**src/rtl/target_ctrl_pkg.sv**
```systemverilog
// ----------------------------------------------------------------------------
// target_ctrl_pkg
//   Shared definitions for the target controller: FSM state encoding and the
//   default ON_TICKS / SCORE_W values used by target_ctrl.
//
//   Contents:
//     DEF_ON_TICKS  default number of ticks a target stays lit (legal 1..15)
//     DEF_SCORE_W   default width of the score counter
//     CNT_W         width of the lit-time tick counter (holds up to 15)
//     state_t       IDLE / LIT / COOL state encoding
// ----------------------------------------------------------------------------
package target_ctrl_pkg;

    localparam int DEF_ON_TICKS = 4;
    localparam int DEF_SCORE_W  = 8;
    localparam int CNT_W        = 4;

    typedef enum logic [1:0] {
        ST_IDLE = 2'd0,
        ST_LIT  = 2'd1,
        ST_COOL = 2'd2
    } state_t;

endpackage

```
**src/rtl/target_ctrl_rise_detect.sv**
```systemverilog
// ----------------------------------------------------------------------------
// rise_detect
//   Rising-edge detector for an already-synchronised level input.
//
//   Ports:
//     clk   input   system clock
//     rst   input   asynchronous active-high reset
//     in    input   level input (button)
//     rise  output  high for the cycle where in==1 and the previous cycle's
//                   in==0
//
//   After reset the detector needs one clock of history before it may fire,
//   so a level that is already high when reset releases never counts as an
//   edge. The input has to drop and rise again.
// ----------------------------------------------------------------------------
module rise_detect (
    input  logic clk,
    input  logic rst,
    input  logic in,
    output logic rise
);

    logic hist;
    logic armed;

    always_ff @(posedge clk or posedge rst) begin
        if (rst) begin
            hist  <= 1'b0;
            armed <= 1'b0;
        end else begin
            hist  <= in;
            armed <= 1'b1;
        end
    end

    assign rise = in & ~hist & armed;

endmodule

```
**src/rtl/target_ctrl.sv**
```systemverilog
// ----------------------------------------------------------------------------
// target_ctrl
//   Reaction-game target controller. On a slow tick, a random bit decides
//   whether a target lights. While lit, a button press scores a hit; if
//   ON_TICKS ticks pass without a press, the target expires with a miss.
//   After either outcome the controller cools down for one tick before it
//   can light again.
//
//   Parameters:
//     ON_TICKS    ticks a target stays lit (1..15)
//     SCORE_W     score counter width
//
//   Ports:
//     clk         input   system clock
//     rst         input   asynchronous active-high reset
//     slowenable  input   one-clk tick pulse (also advances the upstream LFSR)
//     rout        input   pseudo-random bit from the LFSR
//     btn         input   player button, synchronised level
//     led         output  target lit (registered)
//     hit         output  one-clk pulse on a successful press
//     miss        output  one-clk pulse when a lit target expires
//     score       output  running score, saturating at all-ones
//
//   Build option:
//     TARGET_PENALTY_EN  when defined, a press while IDLE costs one point
//                        (saturating at zero); otherwise such presses are
//                        ignored.
//
//   State | meaning
//   ------+---------------------------------------------------------------
//   IDLE  | waiting; each tick samples rout, rout==1 lights the target
//   LIT   | target lit; press -> hit, ON_TICKS ticks without press -> miss
//   COOL  | outcome done; next tick returns to IDLE without sampling rout
// ----------------------------------------------------------------------------
module target_ctrl
    import target_ctrl_pkg::*;
#(
    parameter int ON_TICKS = DEF_ON_TICKS,
    parameter int SCORE_W  = DEF_SCORE_W
) (
    input  logic               clk,
    input  logic               rst,
    input  logic               slowenable,
    input  logic               rout,
    input  logic               btn,
    output logic               led,
    output logic               hit,
    output logic               miss,
    output logic [SCORE_W-1:0] score
);

    localparam logic [CNT_W-1:0]   LAST_TICK = CNT_W'(ON_TICKS - 1);
    localparam logic [SCORE_W-1:0] SCORE_MAX = {SCORE_W{1'b1}};

    state_t           state;
    logic [CNT_W-1:0] cnt;
    logic             tick_d;
    logic             press;

    // rout is only valid one clock after slowenable, once the LFSR has
    // stepped, so every tick-driven decision uses the delayed pulse.
    always_ff @(posedge clk or posedge rst) begin
        if (rst) begin
            tick_d <= 1'b0;
        end else begin
            tick_d <= slowenable;
        end
    end

    rise_detect u_rise_detect (
        .clk  (clk),
        .rst  (rst),
        .in   (btn),
        .rise (press)
    );

    always_ff @(posedge clk or posedge rst) begin
        if (rst) begin
            state <= ST_IDLE;
            cnt   <= '0;
            led   <= 1'b0;
            hit   <= 1'b0;
            miss  <= 1'b0;
            score <= '0;
        end else begin
            hit  <= 1'b0;
            miss <= 1'b0;
            case (state)
                ST_IDLE: begin
                    if (tick_d && rout) begin
                        state <= ST_LIT;
                        led   <= 1'b1;
                        cnt   <= '0;
                    end
`ifdef TARGET_PENALTY_EN
                    if (press && (score != '0)) begin
                        score <= score - SCORE_W'(1);
                    end
`endif
                end

                ST_LIT: begin
                    // A press takes priority over an expiring tick in the
                    // same cycle, so hit and miss can never coincide.
                    if (press) begin
                        hit   <= 1'b1;
                        state <= ST_COOL;
                        led   <= 1'b0;
                        if (score != SCORE_MAX) begin
                            score <= score + SCORE_W'(1);
                        end
                    end else if (tick_d) begin
                        if (cnt == LAST_TICK) begin
                            miss  <= 1'b1;
                            state <= ST_COOL;
                            led   <= 1'b0;
                        end else begin
                            cnt <= cnt + CNT_W'(1);
                        end
                    end
                end

                ST_COOL: begin
                    if (tick_d) begin
                        state <= ST_IDLE;
                    end
                end

                default: begin
                    state <= ST_IDLE;
                    led   <= 1'b0;
                end
            endcase
        end
    end

endmodule
```
**config.mk**
```make
export PLATFORM = sky130hd
export DESIGN_NAME = target_ctrl
export DESIGN_NICKNAME = d
export VERILOG_FILES = /design/src/rtl/target_ctrl_pkg.sv /design/src/rtl/target_ctrl_rise_detect.sv /design/src/rtl/target_ctrl.sv
export SDC_FILE = /design/constraint.sdc
export NUM_CORES = 1
export LEC_CHECK = 0
export CAP_MARGIN = 20
export CELL_PAD_IN_SITES_DETAIL_PLACEMENT = 1
export CELL_PAD_IN_SITES_GLOBAL_PLACEMENT = 1
export CORE_ASPECT_RATIO = 1.2
export CORE_MARGIN = 2
export CORE_UTILIZATION = 44
export DETAILED_ROUTE_END_ITERATION = 16
export PLACE_DENSITY_LB_ADDON = 0.1
export SETUP_SLACK_MARGIN = 0.4
export SYNTH_ARGS = -nofsm -noshare
export SYNTH_HDL_FRONTEND = slang
export SYNTH_SLANG_ARGS = --single-unit
```
**constraint.sdc**
```tcl
create_clock -name clk -period 2.75 [get_ports clk]
set_input_delay 0.4125 -clock clk [delete_from_list [all_inputs] [get_ports clk]]
set_output_delay 0.4125 -clock clk [all_outputs]
set_load 0.01 [all_outputs]
```
[Word-level counts from Yosys, hierarchy flattened]
Index checks and enable logic that the tools add are counted.
Word-level totals
  bits in registers: 20
  input bits: 5
  output and inout bits: 11
  word-level logic and storage cells: 55
Operators by class
  add/sub/neg operators: 2
  eq/ne operators: 11
  mux-type cells: 22
  bitwise logic cells: 4
  reduce and logical (&&, ||, !) cells: 7
Operators with widths (count)
  4-bit two-way mux: 4
  1-bit two-way mux: 10
  2-bit two-way mux: 5
  2-bit inequality test (second input constant): 5
  8-bit by 1-bit adder with 8-bit output (second input constant): 1
  8-bit inequality test (second input constant): 1
  4-bit case mux with 2 select lines: 1
  4-bit AND reduction: 2
  3-bit inequality test (second input constant): 2
  2-bit case mux with 3 select lines: 1
  5-bit AND reduction: 1
  4-bit by 1-bit adder with 4-bit output (second input constant): 1
  4-bit by 2-bit equality test with 1-bit output (second input constant): 1
  1-bit case mux with 3 select lines: 1
  3-bit AND reduction: 1
  1-bit AND: 2
  2-bit by 1-bit equality test with 1-bit output (second input constant): 1
  2-bit equality test (second input constant): 1
  2-bit zero test: 1
  1-bit inverter: 2
  2-bit nonzero test: 1
  1-bit logical AND: 1

[Longest topological paths before layout]
Gate-level depths: netlist (run 1).
  depth in word-level cells: 5
  gate-level depth with buffers: 5
  gate-level depth less buffers: 4

[Cells and area by module]
A second synthesis (run 1) with hierarchy kept.
Unflattened totals
  cell total of the unflattened synthesis: 88
  area, all modules: 947.2 um2
By module, submodules not included
  target_ctrl: times used 1, cells each 83, area an instance 880.8 um2, seq. area each 450.4 um2
  rise_detect: times used 1, cells each 5, area an instance 66.3 um2, seq. area each 50.0 um2

[Worst setup path after synthesis (run 1)]
OpenSTA, ideal clock, no wires.
  kind: register to register
  from: register score[0]
  to: register score[1]
  setup time: 0.128 ns
  data arrival time: 1.318 ns
  data required time: 2.622 ns
  setup slack: 1.304 ns
  cell stages (with the launch flop): 5
  buffers on the path: 0
  clock period less this slack: 1.446 ns
  cell sequence: dfrtp_1 -> ha_1 -> nand3_1 -> o211ai_2 -> mux2_1
Between the ends
  cells in the longest elaborated chain, start to end: 2
  elaborated cells on any way between the ends: 3
  classes of those cells: 1 x add/sub; 1 x eq/ne; 1 x reduce/logical
Ends and longest elaborated chain
  start, declared: RTL line target_ctrl.sv:49  | output logic [SCORE_W-1:0] score
  start signal, assigned: RTL line target_ctrl.sv:110  | score <= score + SCORE_W'(1);
  parallel branches: the longest is 2 deep, another holds 8-bit by 1-bit adder with 8-bit output
Several ways; the timed one is not identified.
A chain may end at the register's enable or synchronous reset.

[Final worst setup path (run 1)]
  from: register score[3]
  to: output port score[3]
No word-level cell between the ends.

==> results of run 1 <==
-- logic make-up after synthesis --
logic type                 share of synthesized area, %
and+or+nand+nor                                    25.9
DFF                                                48.8
AOI/OAI and AO/OA                                  9.27
muxes                                              7.07
buffers and inverters                              3.66
xor gates and xnor gates                           2.56
adders and majority gates                          2.44
other                                             0.366
-- layout by cell type, fill, tap and decap left out, drive strengths merged, types with 2 or more instances in the layout --
master / n
nand2b: 4
o21ai: 3
o211ai: 2
nor4: 5
dfrtp: 20
clkbuf: 3
inv: 5
mux2: 2
a21oi: 3
nand3: 4
nand2: 6
nand4: 4
mux2i: 5
clkdlybuf4s50: 15
ha: 2
or3b: 2
nor2: 3
xor2: 2
-- per-layer routing --
layer | GRT usage [%] | up-vias | share of wire (%)
li1 | - | 356 | -
met1 | 23.6 | 383 | 43
met2 | 30.3 | 11 | 54
met3 | 3.86 | 2 | 2.1
met4 | 5.79 | 0 | 0.39
met5 | 0 | - | 0
-- path summary, 6_finish.rpt --
kind / endpoint / startpoint
min in group clk: cnt[0] / cnt[0]
max in group asynchronous: miss / rst
setup reg to reg: score[1] / score[0]
setup / recovery: score[3] / score[3]
hold reg to reg: cnt[0] / cnt[0]
hold / removal: u_rise_detect.armed / rst
-- sequential cells by signal, summed over array words and instances, names as in the netlist --
| signal | flops |
|---|---|
| cnt | 4 |
| hit | 1 |
| led | 1 |
| miss | 1 |
| score | 8 |
| state | 2 |
| tick_d | 1 |
| u_rise_detect.armed | 1 |
| u_rise_detect.hist | 1 |
-- power by group through the flow --
| stage | logic, mW | registers (mW) | clock network (mW) |
|---|---|---|---|
| global placement | 0.311 | 0.454 | 0 |
| floorplan | 0.233 | 0.438 | 0 |
| global route | 0.369 | 0.468 | 0.156 |
| CTS | 0.324 | 0.453 | 0.142 |
| detailed placement | 0.321 | 0.459 | 0 |
| finish | 0.317 | 0.452 | 0.134 |
-- cell type report --
cell class / instances / area, um^2
fill: 253 / 1040
sequential: 20 / 500
multi-input combinational: 61 / 488
timing repair buffer: 15 / 150
tap: 31 / 38.8
clock buffer: 3 / 22.5
inverter: 5 / 18.8
-- per-stage QoR --
step / worst slack [ns] / hold slack (ns) / area (um^2) / cells / util [%]
2_1_floorplan: 1.30 / 0.376 / 1030 / 88 / -
6_report: 0.975 / 0.536 / 1220 / 135 / 54.0
3_5_place_dp: 0.871 / 0.513 / 1200 / 132 / 53.0
5_1_grt: 0.887 / 0.530 / 1220 / 135 / 54.0
3_3_place_gp: 0.885 / 0.501 / 1200 / 132 / 53.0
4_1_cts: 0.948 / 0.531 / 1220 / 135 / 54.0
==> impl_results.md, run 1 <==
- Syn-to-layout area delta: 18.8%
- Clock sink count: 20
- Sequential area share after synthesis: 48.8%
- Clock Path Buffers: 2
- Worst hold-check path type: input port to asynchronous set/reset pin
- Buf/Inv on CP: 1
- Comb power frac: 35.1%
- Post-CTS Hold Buffers: 0
- Post-Syn Instances: between 80 and 90
- Grt total ovfl: 0
- Crit-path max cell delay: 0.59 ns
- Via count: ~750
- Tmin final: ~1.8 ns
- Synth Net Count: 95
- Die W: about 48 um
- HPWL after DPL: 1.54 mm
- Clock Pin Slew Worst Setup and Hold Paths: about 0.11 ns
- Cell row count: 19
- Clock power frac: 14.8%
- Net Sw Frac: between 30% and 40%
- Critical Path Fanout Max: 7
- # IOs: 16
- CTS H-tree depth: 1
- Initial Util: roughly 45%
- Final setup violation count: 0
- Core Footprint: roughly 2300 um^2
- Most numerous cell in the Yosys netlist: dfrtp_1
- Post-CTS resize count: 0
- Avg Inst Size Synth: 11.7 um^2
- Top cells by area, synth: dfrtp_1, mux2i_1, nor4_2
- Post-synth top flop: dfrtp_1
- Tcrit/Tclk final: 64.5%
- Max Cap Violations: 0
- Switching Power: 0.329 mW
- Peak VDD IR: 0.417 mV
- Arr. time, crit path: 1.36 ns
- Clock root buffer: clkbuf_4
- Synth Register Bits: 20
- Top Family by Delay on Critical Path: buffers and inverters
- Lkg Pwr: 0.543 nW
- Gr usage total: 18.6%
- Clock skew: 0.00212 ns
- Drt wl/cell: 15.0 um
- Worst slew pin tran: approximately 0.74 ns
- P_int: 0.575 mW
- Critical path, cell by cell: clkdlybuf4s50_1
- Crit path kind: flop to primary output
- Final RePlAce weighted congestion: 0.759
- Final #Nets: 113
- Slew HR: 50.3%
- YS warnings: 0
- CP Depth: 1
- Power Dens Cells: 742 nW/um^2
- Fin. Hold Viols: 0
- Routed Antenna Nets: 0
- N_diodes: 0
- Status: complete, no violations
- Final Max Slew Viols: 0
- Pin count of the biggest net entering global routing: 21
- Final Power: 0.904 mW
- Total CTS buffers: 3
- Sequential power share: 50.1%
- RSZ-0062 raised after global routing: false
- Vias in the first global route: between 800 and 900
- Die height: 56.9 um
- Max Fclk: 0.563 GHz
- DRC: 0
- Setup TNS: 0 ns
- Via/cell ratio: ~5.6
- Antenna violations before repair: 0
- Buffers on Ports: 15
- Die area: 2740 um^2
- Pre-antenna DRT Iters: 4
- Fraction of layout instances using a drive strength above 1: a little over a tenth
- Synth area leader: dfrtp_1
- Clk_lat worst skew: slightly below 0.3 ns
- FF-to-FF path depth: 4
- TritonCTS clock tree: built
- List of most frequent post-synthesis cells: dfrtp_1, nand2_1, inv_1, mux2i_1
- First-pass GRT wire length: between 3 and 4 mm
- Netlist cell types: 38
- Yosys top cell area share: 48.8%
- Critical path data required time: between 2 and 2.5 ns
- Ys async rst share: 100%
- DR iter-0 viols: 7
- R2R setup slack: roughly 1.2 ns
- Final WL: 2.03 mm
- CP Capture Type: primary output
- Cell Area, Synth: 1030 um^2
- EDFF count, synth: 0
- Crit path launch type: flop
- Setup Buffers After CTS: 0
- CP max stage cell: clkdlybuf4s50_1
(Power assumes the default switching activity.)
==> inputs of run 2 (changes only) <==
--- a/config.mk
+++ b/config.mk
@@ -10,7 +10,7 @@
 export CELL_PAD_IN_SITES_GLOBAL_PLACEMENT = 1
 export CORE_ASPECT_RATIO = 1.2
 export CORE_MARGIN = 2
-export CORE_UTILIZATION = 44
+export CORE_UTILIZATION = 37
 export DETAILED_ROUTE_END_ITERATION = 16
 export PLACE_DENSITY_LB_ADDON = 0.1
 export SETUP_SLACK_MARGIN = 0.4
==> constraint.sdc (replaced) <==
create_clock -name clk -period 1.5 [get_ports clk]
set_input_delay 0.225 -clock clk [delete_from_list [all_inputs] [get_ports clk]]
set_output_delay 0.225 -clock clk [all_outputs]
set_load 0.01 [all_outputs]
==> run 2 against run 1 <==
  * The flow now finishes with violations (setup timing)
  * Die area rose by 17%
  * Sequential cell count did not move
  * Global-route usage rose by 6.3 points
  * Combinational power rose to 4.2 times the previous value
  * Setup slack got worse by 1.0 ns
  * Clock power rose to 3.5 times the previous value
  * Critical path type is now flop to flop
==> impl_results.md, run 2 (same netlist as run 1, synthesis figures left out) <==
- Die height: 61.7 um
- Core Footprint: 2580 um^2
- Fin. Hold Viols: 0
- CP max stage cell: dfrtp_2
- DR iter-0 viols: 15
- Clock Path Buffers: 2
- Clock skew: 0.00521 ns
- Final #Nets: 153
- DRC: 0
- Max Cap Violations: 0
- TritonCTS clock tree: built
- Placed cells: around 140
- CP Capture Type: flop
- Clock root buffer: clkbuf_4
- HPWL after DPL: 1.82 mm
- Total CTS buffers: 3
- Critical Path Fanout Max: 4
- Lkg Pwr: about 0.83 nW
- Tmin final: between 1.5 and 2 ns
- Crit-path max cell delay: 0.44 ns
- Area after DPL: 1280 um^2
- N_diodes: 0
- Pre-antenna DRT Iters: 4
- Switching Power: around 1 mW
- Peak VDD IR: around 0.94 mV
- Max reg flops: 8
- P_int: 1.65 mW
- Worst hold-check path type: input port to asynchronous set/reset pin
- Clock power frac: between 10% and 20%
- Critical path, cell by cell: buf_6 -> nand4_1 -> nor4_4 -> mux2_4
- Net Sw Frac: a little under two fifths
- Max Fclk: around 0.66 GHz
- Via count: 998
- Die W: ~52 um
- Buf/Inv on CP: 1
- Clock sink count: 20
- Post-Place Worst Slack: -0.148 ns
- Pin count of the biggest net entering global routing: 21
- Initial Util: 39.8%
- Final setup violation count: 1
- Final Power: 2.63 mW
- Layout Cells excl Fill: 178
- Commonest non-fill, non-tap cell in the layout: buf_6
- Comb power frac: 50.4%
- Antenna violations before repair: 0
- Power Dens Cells: between 1000 and 1500 nW/um^2
- Final Max Slew Viols: 0
- Fraction of layout instances using a drive strength above 1: 63.4%
- Routed Antenna Nets: 0
- Top Family by Delay on Critical Path: simple AND/OR/NAND/NOR gates
- Most flop-heavy register: score
- Crit path launch type: flop
- Die area: 3210 um^2
- Grt total ovfl: 0
- Crit path kind: flop to flop
- Sequential power share: 31.9%
- Final Core Density: between 60% and 70%
- RSZ-0062 raised after global routing: true
- Hold Slack: about 0.22 ns
- Cell row count: 20
- Vias in the first global route: ~1100
- Buffers on Ports: 15
- Setup slack after layout: -0.0257 ns
- CTS H-tree depth: 1
- Clock Pin Slew Worst Setup and Hold Paths: between 0.1 and 0.15 ns
- R2R setup slack: -0.03 ns
- Gr usage total: 24.9%
- Fillers: roughly 250
- Cell area after layout: 1800 um^2
- First-pass GRT wire length: 5.51 mm
- Final RePlAce weighted congestion: 0.724
- # IOs: 16
- Critical path data required time: 1.72 ns
- Tcrit/Tclk final: 102%
- Status: finished, violations left
- Via/cell ratio: 5.61
- Biggest regs: score x8, cnt x4, state x2
- Drt wl/cell: 22.1 um
- Final WL: 3.93 mm
- Syn-to-layout area delta: 75.2%
- Violated checks: setup timing
- Clk_lat worst skew: between 0.3 and 0.4 ns
- Arr. time, crit path: between 1.5 and 2 ns
- Post-CTS Hold Buffers: 0
- Setup TNS: -0.0257 ns
- Most frequent cells in the layout: buf_6, buf_4, dfrtp_1, dfrtp_2
==> run 2: final cells by class <==
type | instances | area (um^2) | share of cell area, %
multi-input combinational | 61 | 677 | 37.6
clock buffer | 3 | 22.5 | 1.25
clock inverter | 1 | 30.0 | 1.67
sequential | 20 | 508 | 28.3
tap | 33 | 41.3 | 2.30
timing repair buffer | 55 | 500 | 27.8
inverter | 5 | 18.8 | 1.04
==> run 2: power by group through the flow <==
stage                     combinational, mW  sequential [mW]  clock, mW
final                                  1.32            0.839      0.465
after CTS                              1.11            0.813      0.468
after floorplan                       0.448            0.824          0
after global routing                   1.42            0.853      0.486
after detailed placement              0.690            0.847          0
after global placement                0.662            0.835          0
==> run 2: worst reg2reg max path, stage by stage, from the launching register on <==
cell and delay, ns:
dfrtp_2 0.44, buf_6 0.14, nand4_1 0.22, nor4_4 0.29
mux2_4 0.34
==> run 2: routing by layer <==
metal / vias up / GRT usage (%) / share of wire (%)
met5: - / 0 / 0
met4: 0 / 9.77 / 3.8
met3: 13 / 2.43 / 1.8
met2: 20 / 47.2 / 52
met1: 525 / 28.6 / 42
li1: 440 / - / -
==> run 2: path summary, 6_finish.rpt <==
kind / from / endpoint / cells after the start
worst min register to register: cnt[0] / cnt[0] / 2
max in group asynchronous: rst / score[4] / 3
worst max register to register: score[4] / score[7] / 4
min in group clk: slowenable / tick_d / 1
worst max-delay path: score[4] / score[7] / 4
worst min-delay path: rst / tick_d / 3
==> run 2: repair_timing <==
| action | in CTS | in global routing |
|---|---|---|
| gates cloned | 0 | 0 |
| setup endpoints to repair | 27 | 25 |
| setup buffers | 27 | 5 |
| resized for setup | 77 | 25 |
| pin swaps | 16 | 7 |
==> inputs of run 3 (changes only) <==
--- a/config.mk
+++ b/config.mk
@@ -11,6 +11,8 @@
 export CORE_ASPECT_RATIO = 1.2
 export CORE_MARGIN = 2
 export CORE_UTILIZATION = 37
+export CTS_BUF_LIST = sky130_fd_sc_hd__clkbuf_16
+export CTS_CLUSTER_DIAMETER = 100
 export DETAILED_ROUTE_END_ITERATION = 16
 export PLACE_DENSITY_LB_ADDON = 0.1
 export SETUP_SLACK_MARGIN = 0.4
==> run 3 against run 2 <==
  * The flow still finishes with violations (setup timing)
  * Clock skew is 0.0029 ns higher
  * Global-route usage is 0.21 points higher
  * Die area stayed put
  * Sequential cell count stayed put
  * Count of clock-buffer cells in the layout stayed put
  * Register-to-register slack worse by 0.07 ns
  * Setup slack worse by 0.066 ns
  * Worst hold slack better by 0.091 ns
  * Combinational power is 8% higher
  * Via count is 1.8% higher
  * Cell count is 1.1% higher
  * Highest routed layer unchanged
==> impl_results.md, run 3 (same netlist as run 1, synthesis figures left out) <==
- Status: finished, violations left
- Violated checks: setup timing
- Clk_lat worst skew: 0.26 ns
- R2R Path End: score[4]
- R2R setup slack: -0.09 ns
- Vias in the first global route: 1119
- Most frequent cells in the layout: buf_6, buf_4, dfrtp_1, dfrtp_2
- Commonest non-fill, non-tap cell in the layout: buf_6
- DRC: 0
- Critical path data required time: 1.64 ns
- Power Dens Cells: roughly 1600 nW/um^2
- Via count: 1016
- RSZ-0062 raised after global routing: true
- Post-CTS Hold Buffers: 0
- Fin. Hold Viols: 0
- Setup crit start: state[1]
- Core Footprint: approximately 2600 um^2
- Hold Slack: roughly 0.31 ns
- Tcrit/Tclk final: 106%
- Clock Path Buffers: 2
- Grt total ovfl: 0
- Gr usage total: 25.1%
- Worst Hold End: u_rise_detect.hist
- Drt wl/cell: 26.1 um
- Die W: 52.1 um
- Antenna violations before repair: 0
- Max Cap Violations: 0
- Pin count of the biggest net entering global routing: 21
- Arr. time, crit path: between 1.5 and 2 ns
- Crit path launch type: flop
- WHS Path Cells: 1
- Buffers on Ports: 15
- Clock Pin Slew Worst Setup and Hold Paths: 0.06 ns
- Max Fclk: between 0.6 and 0.7 GHz
- HPWL after DPL: 1.82 mm
- Die area: 3210 um^2
- Clock sink count: 20
- Biggest regs: score x8, cnt x4, state x2
- Critical Path Fanout Max: 5
- Lkg Pwr: 0.871 nW
- Hold Startpoint: btn
- N_diodes: 0
- Syn-to-layout area delta: 83.0%
- CP Capture Type: flop
- Final Core Density: approximately 73%
- Tmin final: 1.59 ns
- Fraction of layout instances using a drive strength above 1: between 60% and 70%
- Cell row count: 20
- TritonCTS clock tree: built
- Final RePlAce weighted congestion: 0.724
- Routed Antenna Nets: 0
- FF-to-FF path depth: 4
- DR iter-0 viols: 23
- Clock root buffer: clkbuf_16
- Final setup violation count: 1
- First-pass GRT wire length: 5.57 mm
- Initial Util: 39.8%
- Reg2reg start: state[1]
- Final Max Slew Viols: 0
- Max reg flops: 8
- Pre-antenna DRT Iters: 4
- Total CTS buffers: 3
- Die height: between 60 and 70 um
- # IOs: 16
- Final Power: 3.03 mW
- Setup slack after layout: -0.0917 ns
- Worst hold-check path type: input port to flop
- Most flop-heavy register: score
- Final WL: 4.70 mm
- Clock skew: approximately 0.008 ns
- Final #Nets: between 150 and 200
- CTS H-tree depth: 1
- Crit path kind: flop to flop
- Peak VDD IR: approximately 1.5 mV
- Via/cell ratio: 5.64
- Setup TNS: -0.0917 ns
==> run 3: worst max-delay path, stage by stage, from the launching register on <==
cell,delay (ns)
dfrtp_1,0.40
nand2b_4,0.19
buf_4,0.19
nor4_2,0.41
xor2_1,0.29
==> run 3: worst max-delay path by stage <==
stage | to | slack [ns]
3_3_place_gp | score[6] | -0.14
6_report | score[4] | -0.09
5_1_grt | score[4] | -0.09
3_5_place_dp | score[7] | -0.15
2_1_floorplan | score[3] | 0.17
4_1_cts | cnt[1] | 0.1
==> run 3: what timing repair did <==
action	CTS	global route
endpoints found under the setup margin	27	23
gates resized for setup	72	29
setup buffers	26	8
pin swaps	12	6
==> run 3: through the flow <==
step	worst slack [ns]	cells	cell area, um^2
global placement	-0.138	142	1280
finish	-0.0917	180	1880
CTS	0.0974	172	1690
global route	-0.0933	180	1880
floorplan	0.172	88	1050
detailed placement	-0.148	142	1280
==> run 3: cell type report <==
type	count	area, um^2
multi-input cells	61	672
repair buffers	57	532
clock inverters	1	30.0
flip-flops and latches	20	509
inverters	5	18.8
clock buffers	3	75.1
fillers	245	699
well taps	33	41.3
==> run 3: power breakdown <==
group	switching [mW]	internal [mW]	total (mW)	leakage [nW]
Clock	0.228	0.531	0.759	0.0511
Combinational	0.680	0.743	1.42	0.577
Sequential	0.170	0.678	0.848	0.243
Total	1.08	1.95	3.03	0.871
==> run 3: per-layer routing <==
layer  track usage (%)  wire length (um)
met1              24.2              1790
met2              51.2              2570
met3              4.37               108
met4              10.9               229
met5                 0                 0
